**config.mk**
```make
export PLATFORM = sky130hd
export DESIGN_NAME = spn_round_ctrl
export DESIGN_NICKNAME = d
export VERILOG_FILES = /design/src/rtl/spn_pkg.sv /design/src/rtl/spn_sbox_layer.sv /design/src/rtl/spn_round_ctrl.sv
export SDC_FILE = /design/constraint.sdc
export NUM_CORES = 1
export LEC_CHECK = 0
export BUFFER_PORTS_ARGS = -buffer_cell sky130_fd_sc_hd__buf_2
export CAP_MARGIN = 10
export CORE_MARGIN = 4
export CORE_UTILIZATION = 55
export DETAILED_ROUTE_END_ITERATION = 7
export HOLD_SLACK_MARGIN = 0.12
export PLACE_DENSITY = 0.8
export SLEW_MARGIN = 20
export SYNTH_ARGS = -nofsm -noshare
export SYNTH_HDL_FRONTEND = slang
export SYNTH_SLANG_ARGS = --single-unit
```
**constraint.sdc**
```tcl
create_clock -name clk -period 4.2 [get_ports clk]
set_clock_uncertainty 0.15 [all_clocks]
set_input_delay 0.21 -clock clk [delete_from_list [all_inputs] [get_ports clk]]
set_output_delay 0.21 -clock clk [all_outputs]
set_load 0.01 [all_outputs]
```
**src/rtl/spn_pkg.sv**
```systemverilog
// Shared constants, FSM encoding and round helpers for the SPN round controller.
package spn_pkg;

   localparam int BLOCK_W = 64;
   localparam int NIB_W   = 4;

   localparam logic [3:0] SBOX [16] = '{
      4'hC, 4'h5, 4'h6, 4'hB, 4'h9, 4'h0, 4'hA, 4'hD,
      4'h3, 4'hE, 4'hF, 4'h8, 4'h4, 4'h7, 4'h1, 4'h2
   };

   typedef enum logic [1:0] {
      IDLE = 2'd0,
      RUN  = 2'd1,
      DONE = 2'd2
   } fsm_t;

   function automatic logic [BLOCK_W-1:0] sbox_layer(input logic [BLOCK_W-1:0] x);
      logic [BLOCK_W-1:0] y;
      y = '0;
      for (int i = 0; i < BLOCK_W / NIB_W; i++) begin
         y[i*NIB_W +: NIB_W] = SBOX[x[i*NIB_W +: NIB_W]];
      end
      return y;
   endfunction

   // Rotate left by whole nibbles, then fold the round index into the low nibble.
   function automatic logic [BLOCK_W-1:0] round_key(input logic [BLOCK_W-1:0] key,
                                                    input logic [3:0]         r);
      logic [2*BLOCK_W-1:0] t;
      t = {key, key} << (NIB_W * r);
      return t[2*BLOCK_W-1 -: BLOCK_W] ^ BLOCK_W'(r);
   endfunction

endpackage

```
**src/rtl/spn_sbox_layer.sv**
```systemverilog
// Parallel 4-bit S-box lookup across every nibble lane; purely combinational.
module spn_sbox_layer
   import spn_pkg::*;
#(
   parameter int NIBBLES = 16
) (
   input  logic [NIBBLES*NIB_W-1:0] x,
   output logic [NIBBLES*NIB_W-1:0] y
);

   for (genvar i = 0; i < NIBBLES; i++) begin : g_lane
      assign y[i*NIB_W +: NIB_W] = SBOX[x[i*NIB_W +: NIB_W]];
   end

endmodule

```
**src/rtl/spn_round_ctrl.sv**
```systemverilog
// Iterative SPN round engine: key-add and S-box per round, permutation applied externally
// via wire_a/wire_sel -> wire_b, with blocks streamed in and out over valid/ready.
module spn_round_ctrl
   import spn_pkg::*;
#(
   parameter int NIBBLES = 16,
   parameter int ROUNDS  = 12
) (
   input  logic                     clk,
   input  logic                     rst_n,
   input  logic                     in_valid,
   output logic                     in_ready,
   input  logic [NIBBLES*NIB_W-1:0] in_data,
   input  logic [NIBBLES*NIB_W-1:0] key,
   output logic [NIBBLES*NIB_W-1:0] wire_a,
   output logic [1:0]               wire_sel,
   input  logic [NIBBLES*NIB_W-1:0] wire_b,
   output logic                     out_valid,
   input  logic                     out_ready,
   output logic [NIBBLES*NIB_W-1:0] out_data
);

   localparam int         W       = NIBBLES * NIB_W;
   localparam logic [3:0] LAST_R  = 4'(ROUNDS - 1);
   localparam logic [3:0] FINAL_R = 4'(ROUNDS);

   // Valid/ready: a word moves on a rising edge where both are high. in_ready is a pure
   // function of FSM state; out_valid and out_data stay put until the consumer accepts.
   fsm_t         fsm_q, fsm_d;
   logic [W-1:0] state_q, key_q, out_data_q;
   logic [W-1:0] rk, sb_in, sb_out;
   logic [3:0]   r_q;
   logic         last_round;

   assign rk         = round_key(key_q, r_q);
   assign sb_in      = state_q ^ rk;
   assign last_round = (r_q == LAST_R);
   assign out_data   = out_data_q;

   spn_sbox_layer #(.NIBBLES(NIBBLES)) u_sbox (
      .x (sb_in),
      .y (sb_out)
   );

   always_ff @(posedge clk or negedge rst_n) begin
      if (!rst_n) fsm_q <= IDLE;
      else        fsm_q <= fsm_d;
   end

   // wire_a/wire_sel are forced to zero outside RUN so the external mux sees a quiet bus.
   always_comb begin
      fsm_d     = fsm_q;
      in_ready  = 1'b0;
      out_valid = 1'b0;
      wire_a    = '0;
      wire_sel  = 2'd0;
      case (fsm_q)
         IDLE: begin
            in_ready = 1'b1;
            if (in_valid) fsm_d = RUN;
         end
         RUN: begin
            wire_a   = sb_out;
            wire_sel = 2'(r_q % 4'd3);
            if (last_round) fsm_d = DONE;
         end
         DONE: begin
            out_valid = 1'b1;
            if (out_ready) fsm_d = IDLE;
         end
         default: fsm_d = IDLE;
      endcase
   end

   always_ff @(posedge clk or negedge rst_n) begin
      if (!rst_n) begin
         state_q    <= '0;
         key_q      <= '0;
         r_q        <= '0;
         out_data_q <= '0;
      end else begin
         case (fsm_q)
            IDLE: begin
               if (in_valid) begin
                  state_q <= in_data;
                  key_q   <= key;
                  r_q     <= '0;
               end
            end
            RUN: begin
               state_q <= wire_b;
               r_q     <= r_q + 4'd1;
               if (last_round) out_data_q <= wire_b ^ round_key(key_q, FINAL_R);
            end
            default: ;
         endcase
      end
   end

endmodule

```
=== Word level (Yosys, flattened, before mapping) ===
Memories as Yosys holds them, arrays and structs flattened.
Cells that the tools add are included.

* Register bits: 198
* ROM bits: 1,024
* Output and inout bits: 132
* Logic and storage cells: 116
* Memories kept: 16

{| class="wikitable"
|+ Memory list
! memory !! words !! width !! rd ports !! clocked after Yosys merged registers in !! wr ports !! RTL line !! RTL
|-
| (name not given) || 16 || 4 || 1 || 0 || 0 || spn_sbox_layer.sv:12 || <nowiki>assign y[i*NIB_W +: NIB_W] = SBOX[x[i*NIB_W +: NIB_W]];</nowiki>
|-
| (name not given) || 16 || 4 || 1 || 0 || 0 || spn_sbox_layer.sv:12 ||
|-
| (name not given) || 16 || 4 || 1 || 0 || 0 || spn_sbox_layer.sv:12 ||
|-
| (name not given) || 16 || 4 || 1 || 0 || 0 || spn_sbox_layer.sv:12 ||
|-
| (name not given) || 16 || 4 || 1 || 0 || 0 || spn_sbox_layer.sv:12 ||
|-
| (name not given) || 16 || 4 || 1 || 0 || 0 || spn_sbox_layer.sv:12 ||
|-
| +10 memories || n/a || n/a || n/a || n/a || n/a || n/a ||
|}

* $add $sub $neg: 1
* Divide/modulo/power cells: 1
* Magnitude comparators: 16
* Equal/unequal tests: 6
* Shift-type cells: 1
* Mux-type cells: 44
* Bitwise gates (word level): 20
* Reduce and logical (&&, ||, !) cells: 6

{| class="wikitable"
|+ Operator list
! operator !! number
|-
| $mux W4 || 33
|-
| $mux W64 || 2
|-
| $pmux W64 S2 || 1
|-
| $shl A128 B6 Y128 || 1
|-
| $xor A64 B64 Y64 || 2
|-
| $ge A5 B5 Y1 const B || 16
|-
| $not A4 Y5 || 16
|-
| $xor A64 B4 Y64 || 1
|-
| $mux W2 || 4
|-
| $pmux W4 S2 || 1
|-
| $ne A2 B2 Y1 const B || 3
|-
| $pmux W2 S3 || 1
|-
| $reduce_and A2 Y1 || 3
|-
| $add A4 B1 Y4 const B || 1
|-
| $eq A4 B4 Y1 const B || 1
|-
| $mod A4 B2 Y4 const B || 1
|-
| $reduce_and A3 Y1 || 1
|-
| $eq A2 B1 Y1 const B || 1
|-
| $eq A2 B2 Y1 const B || 1
|-
| $logic_not A2 Y1 || 1
|-
| $mux W1 || 2
|-
| $not A2 Y2 || 1
|-
| $reduce_bool A2 Y1 || 1
|}

=== Logic depth before layout (Yosys ltp) ===
* Word-level depth: 8
* Depth in mapped cells: 15
* Mapped depth without buffers: 10

=== Cells and area by module ===
A second synthesis with hierarchy kept.

* Cell total of the unflattened synthesis: 1,522
* Area, all modules: 15,080.7 µm²

{| class="wikitable"
|+ Modules (own cells, without submodules)
! module !! times used !! cells an instance !! area an instance (µm²) !! seq. area each (µm²)
|-
| spn_round_ctrl || 1 || 1,234 || 12,161.7 || 4,954.8
|-
| spn_sbox_layer || 1 || 288 || 2,919.0 || 0.0
|}

=== Worst setup path before layout ===
No wires, ideal clock.

* Path type: flip-flop to output port
* Start: register r_q[1]
* End: output wire_a[41]
* Arrival time: 2.979 ns
* Data required time: 3.840 ns
* Slack: 0.861 ns
* Stages on the path, launching flop included: 13
* Cells stage by stage: dfrtp_1 > buf_6 > buf_12 > buf_12 > buf_12 > mux4_1 > mux2_2 > mux2i_4 > xor2_2 > inv_1 > ha_1 > mux2_1 > o22ai_1

* Cells in the longest elaborated chain, start to end: 8

{| class="wikitable"
|+ RTL lines
! what !! RTL line !! RTL
|-
| start, declared || spn_round_ctrl.sv:32 || <nowiki>logic [3:0] r_q;</nowiki>
|-
| start signal, assigned || spn_round_ctrl.sv:92 || <nowiki>r_q <= r_q + 4'd1;</nowiki>
|-
| $shl A128 B6 Y128 || spn_pkg.sv:31 || <nowiki>t = {key, key} << (NIB_W * r);</nowiki>
|-
| $xor A64 B4 Y64 || spn_pkg.sv:32 || <nowiki>return t[2*BLOCK_W-1 -: BLOCK_W] ^ BLOCK_W'(r);</nowiki>
|-
| $xor A64 B64 Y64 || spn_round_ctrl.sv:36 || <nowiki>assign sb_in = state_q ^ rk;</nowiki>
|-
| $not A4 Y5 (not written as such) || spn_sbox_layer.sv:12 ||
|-
| $mem_v2 Z16 W4 || n/a ||
|-
| $mux W4 (not written as such) (2 in a row) || spn_sbox_layer.sv:12 ||
|-
| $mux W64 || spn_round_ctrl.sv:57 || <nowiki>case (fsm_q)</nowiki>
|-
| end, declared || spn_round_ctrl.sv:15 || <nowiki>output logic [NIBBLES*NIB_W-1:0] wire_a,</nowiki>
|}

Every way passes these cells. The select of a mux whose other input is x is not followed.

=== Worst setup path after layout ===
* Start: register r_q[2]
* End: output wire_a[2]

* Cells in the longest elaborated chain, start to end: 8

{| class="wikitable"
|+ RTL lines
! what !! RTL line
|-
| $shl A128 B6 Y128 || spn_pkg.sv:31
|-
| $xor A64 B4 Y64 * || spn_pkg.sv:32
|-
| $xor A64 B64 Y64 * || spn_round_ctrl.sv:36
|-
| $not A4 Y5 (not written as such) * || spn_sbox_layer.sv:12
|-
| $mem_v2 Z16 W4 * || n/a
|-
| $mux W4 (not written as such) * (2 in a row) || spn_sbox_layer.sv:12
|-
| $mux W64 * || spn_round_ctrl.sv:57
|}

Every way passes the cells marked *; elsewhere a longest branch is shown, timed or not. The select of a mux whose other input is x is not followed.

==> qor.csv <==
stage,metric,value,unit
setup_path,cp_common_cell,mux4_2,
clock_tree,clk_pin_slew,0.08,ns
floorplanning,rows,61,
clock_tree,clock-root-buffer,clkbuf_16,
route,vias,15300,
sta,slew_violations,0,
route,dr.pass1.iters,6,
clock_tree,clk_path_buf_depth,2,
yosys,postSynthCellCount,1528,
route,route.detailed.drc,0,
placement,hpwlAfterDp,39.0,mm
yosys,synth.distinct_cells,52,
sta,rsz0062_at_grt,true,
global_route,gr-total-overflow,0,
setup_path,arrival,3.76,ns
sta,finalSetupViolCount,0,
placement,routabilityCongestion,0.968,
sta,finalSetupTns,0,ns
sta,period_minus_slack,4.12,ns
route,dr.first_iter.drc_count,1819,
placement,port_buffers,327,
yosys,yosys_warnings,0,
floorplanning,start_util,56.0,%
sta,tightestPinTransition,1.01,ns
sta,fmax,0.243,GHz
floorplanning,core_area,27900,sq um
clock_tree,clock_latency,0.45,ns
yosys,synth_edf_count,0,
clock_tree,cts_sinks,198,
sta,hold_violations,0,
outcome,status,"complete, no violations",
setup_path,crit_chain,buf_4 -> mux4_2 -> mux4_2 -> xnor2_4 -> inv_1 -> ha_1 -> nor2_1 -> nor3_1 -> a311oi_1 -> buf_2,
yosys,avgSynthCellArea,10.2,sq um
sta,layout_setup_ws,0.0832,ns
yosys,syn_area,15600,sq um
setup_path,worstSetupPathType,register to output pin,
placement,dp_slack,0.401,ns
layout,mostFrequentLayoutCells,"326 x buf_2, 242 x dlygate4sd3_1, 228 x nand2_1",
yosys,syn_nets,1819,
setup_path,crit_path_end_kind,output pin,
layout,nNetsFinal,2352,
clock_tree,cts_buffers,17,
layout,synthToLayoutAreaGrowth,32.8,%
route,vias_per_cell,6.25,
setup_path,crit_family,multiplexers,
sta,final_min_period_over_clock_period,98.0,%
floorplanning,io_pins,328,
global_route,track_usage,37.2,%
clock_tree,cts.htree.levels,4,
global_route,antenna_found_initial,3,
layout,mostFrequentLayoutCell,buf_2,
global_route,grt_pass1_wl,88.9,mm
setup_path,max_stage_delay,0.61,ns
setup_path,start_kind,register,
floorplanning,die-height,176,um
floorplanning,fp.dieW,176,um
flow_run,cap_violations,0,
setup_path,critPathBufInv,3,
global_route,grt_max_degree,116,
placement,dpl.cell_count,2171,
route,drtAntennaViolNets,0,
layout,drive_gt1_share,27.0,%
hold_path,hold_path.class,input port to asynchronous set/reset pin,
setup_path,cp.required,3.84,ns
layout,stdcell_count,2455,
yosys,async_reset_ff_share,100,%
clock_tree,tritoncts,yes,
sta,maxSlewHeadroom,32.8,%
setup_path,crit_slowest_cell,dfrtp_4,
global_route,grt_pass1_vias,15400,
route,avgRoutedWirePerCell,23.9,um
route,drt-total-wl,58.6,mm
setup_path,worstPathMaxFanout,16,
yosys,ys_seq_area_share,31.7,%
floorplanning,die-area,31100,sq um
yosys,synth_flop_cell,dfrtp_1,
yosys,ys_ff_latch,198,
## stage by stage
stage	instance area (sq um)	hold slack (ns)	util [%]
after global placement	17500	0.253	62.9
after global routing	20700	0.345	74.4
after detailed placement	17500	0.251	62.9
final	20700	0.296	74.4
after floorplan	15600	-0.236	-
after CTS	20600	0.293	74.1
## state kept, by name, summed over array words and instances (netlist names)
| register | count |
|---|---|
| fsm_q | 2 |
| key_q | 64 |
| out_data | 64 |
| r_q | 4 |
| state_q | 64 |
## cell families (layout without fill, tap and decap cells)
kind of cell             count (synthesis)  after routing  share of synthesized area, %
AO/OA/AOI/OAI                          218            218                          8.60
XOR/XNOR                               151            151                          10.9
multiplexers                           230            230                          23.6
flip-flops                             198            198                          31.7
other                                    0              3                             0
adder cells (fa/ha/maj)                 95             95                          7.62
AND/OR/NAND/NOR                        507            507                          13.3
buffers and inverters                  129            675                          4.23
## final timing paths
path / start / to / slack (ns) / cells past startpoint
hold reg to reg: out_data[3]$_DFFE_PN0P_ / out_data[3]$_DFFE_PN0P_ / 0.37 / 1
setup reg to reg: fsm_q[0]$_DFFE_PN0P_ / state_q[10]$_DFFE_PN0P_ / 1.17 / 6
min in group clk: in_valid / r_q[2]$_DFFE_PN0P_ / 0.31 / 3
max in group asynchronous: rst_n / key_q[22]$_DFFE_PN0P_ / 2.56 / 3
setup / recovery: r_q[2]$_DFFE_PN0P_ / wire_a[2] / 0.08 / 10
hold / removal: rst_n / out_data[46]$_DFFE_PN0P_ / 0.30 / 2
## routing by layer
layer	track usage [%]	routed length [um]	up-vias
met5	0	14	-
met4	19.5	3900	2
met3	10.6	6900	322
met2	58.8	26700	1223
met1	46.8	21000	7340
li1	-	-	6458
## Yosys cell counts, drive strengths merged, types with 2 or more instances
cell	n	area share (%)
dfrtp	198	32
nor4	12	0.48
mux4	90	13
nand3	6	0.19
clkbuf	44	1.1
nand2b	16	0.64
nor2	202	4.9
ha	95	7.6
nor3b	2	0.096
o22ai	93	3.7
and2	3	0.12
inv	40	0.96
a211oi	3	0.14
xor2	32	2.4
mux2	43	3.1
o21ai	22	0.71
nand2	230	5.5
o41ai	2	0.11
nor3	15	0.48
buf	44	2.2
nor2b	17	0.68
xnor2	119	8.6
o32ai	14	0.79
a31o	12	0.67
mux2i	97	7.3
a21oi	64	2.1
## area by class of cell
type / count / area (sq um)
multi-input cells: 1201 / 10100
clock inverters: 15 / 238
flip-flops and latches: 198 / 4970
repair buffers: 603 / 4410
well taps: 378 / 473
clock buffers: 17 / 425
fillers: 1702 / 7130
inverters: 40 / 150
diodes: 3 / 7.51
## timing repair
item	CTS	global route
gates resized for setup	2	4
setup buffers	1	6
endpoints found under the hold margin	304	0
hold buffers	242	0
endpoints found under the setup margin	24	43
Power is left out: the tool's default activity adds up to more than one toggle a clock period on the data nets, which glitch-free logic cannot reach.
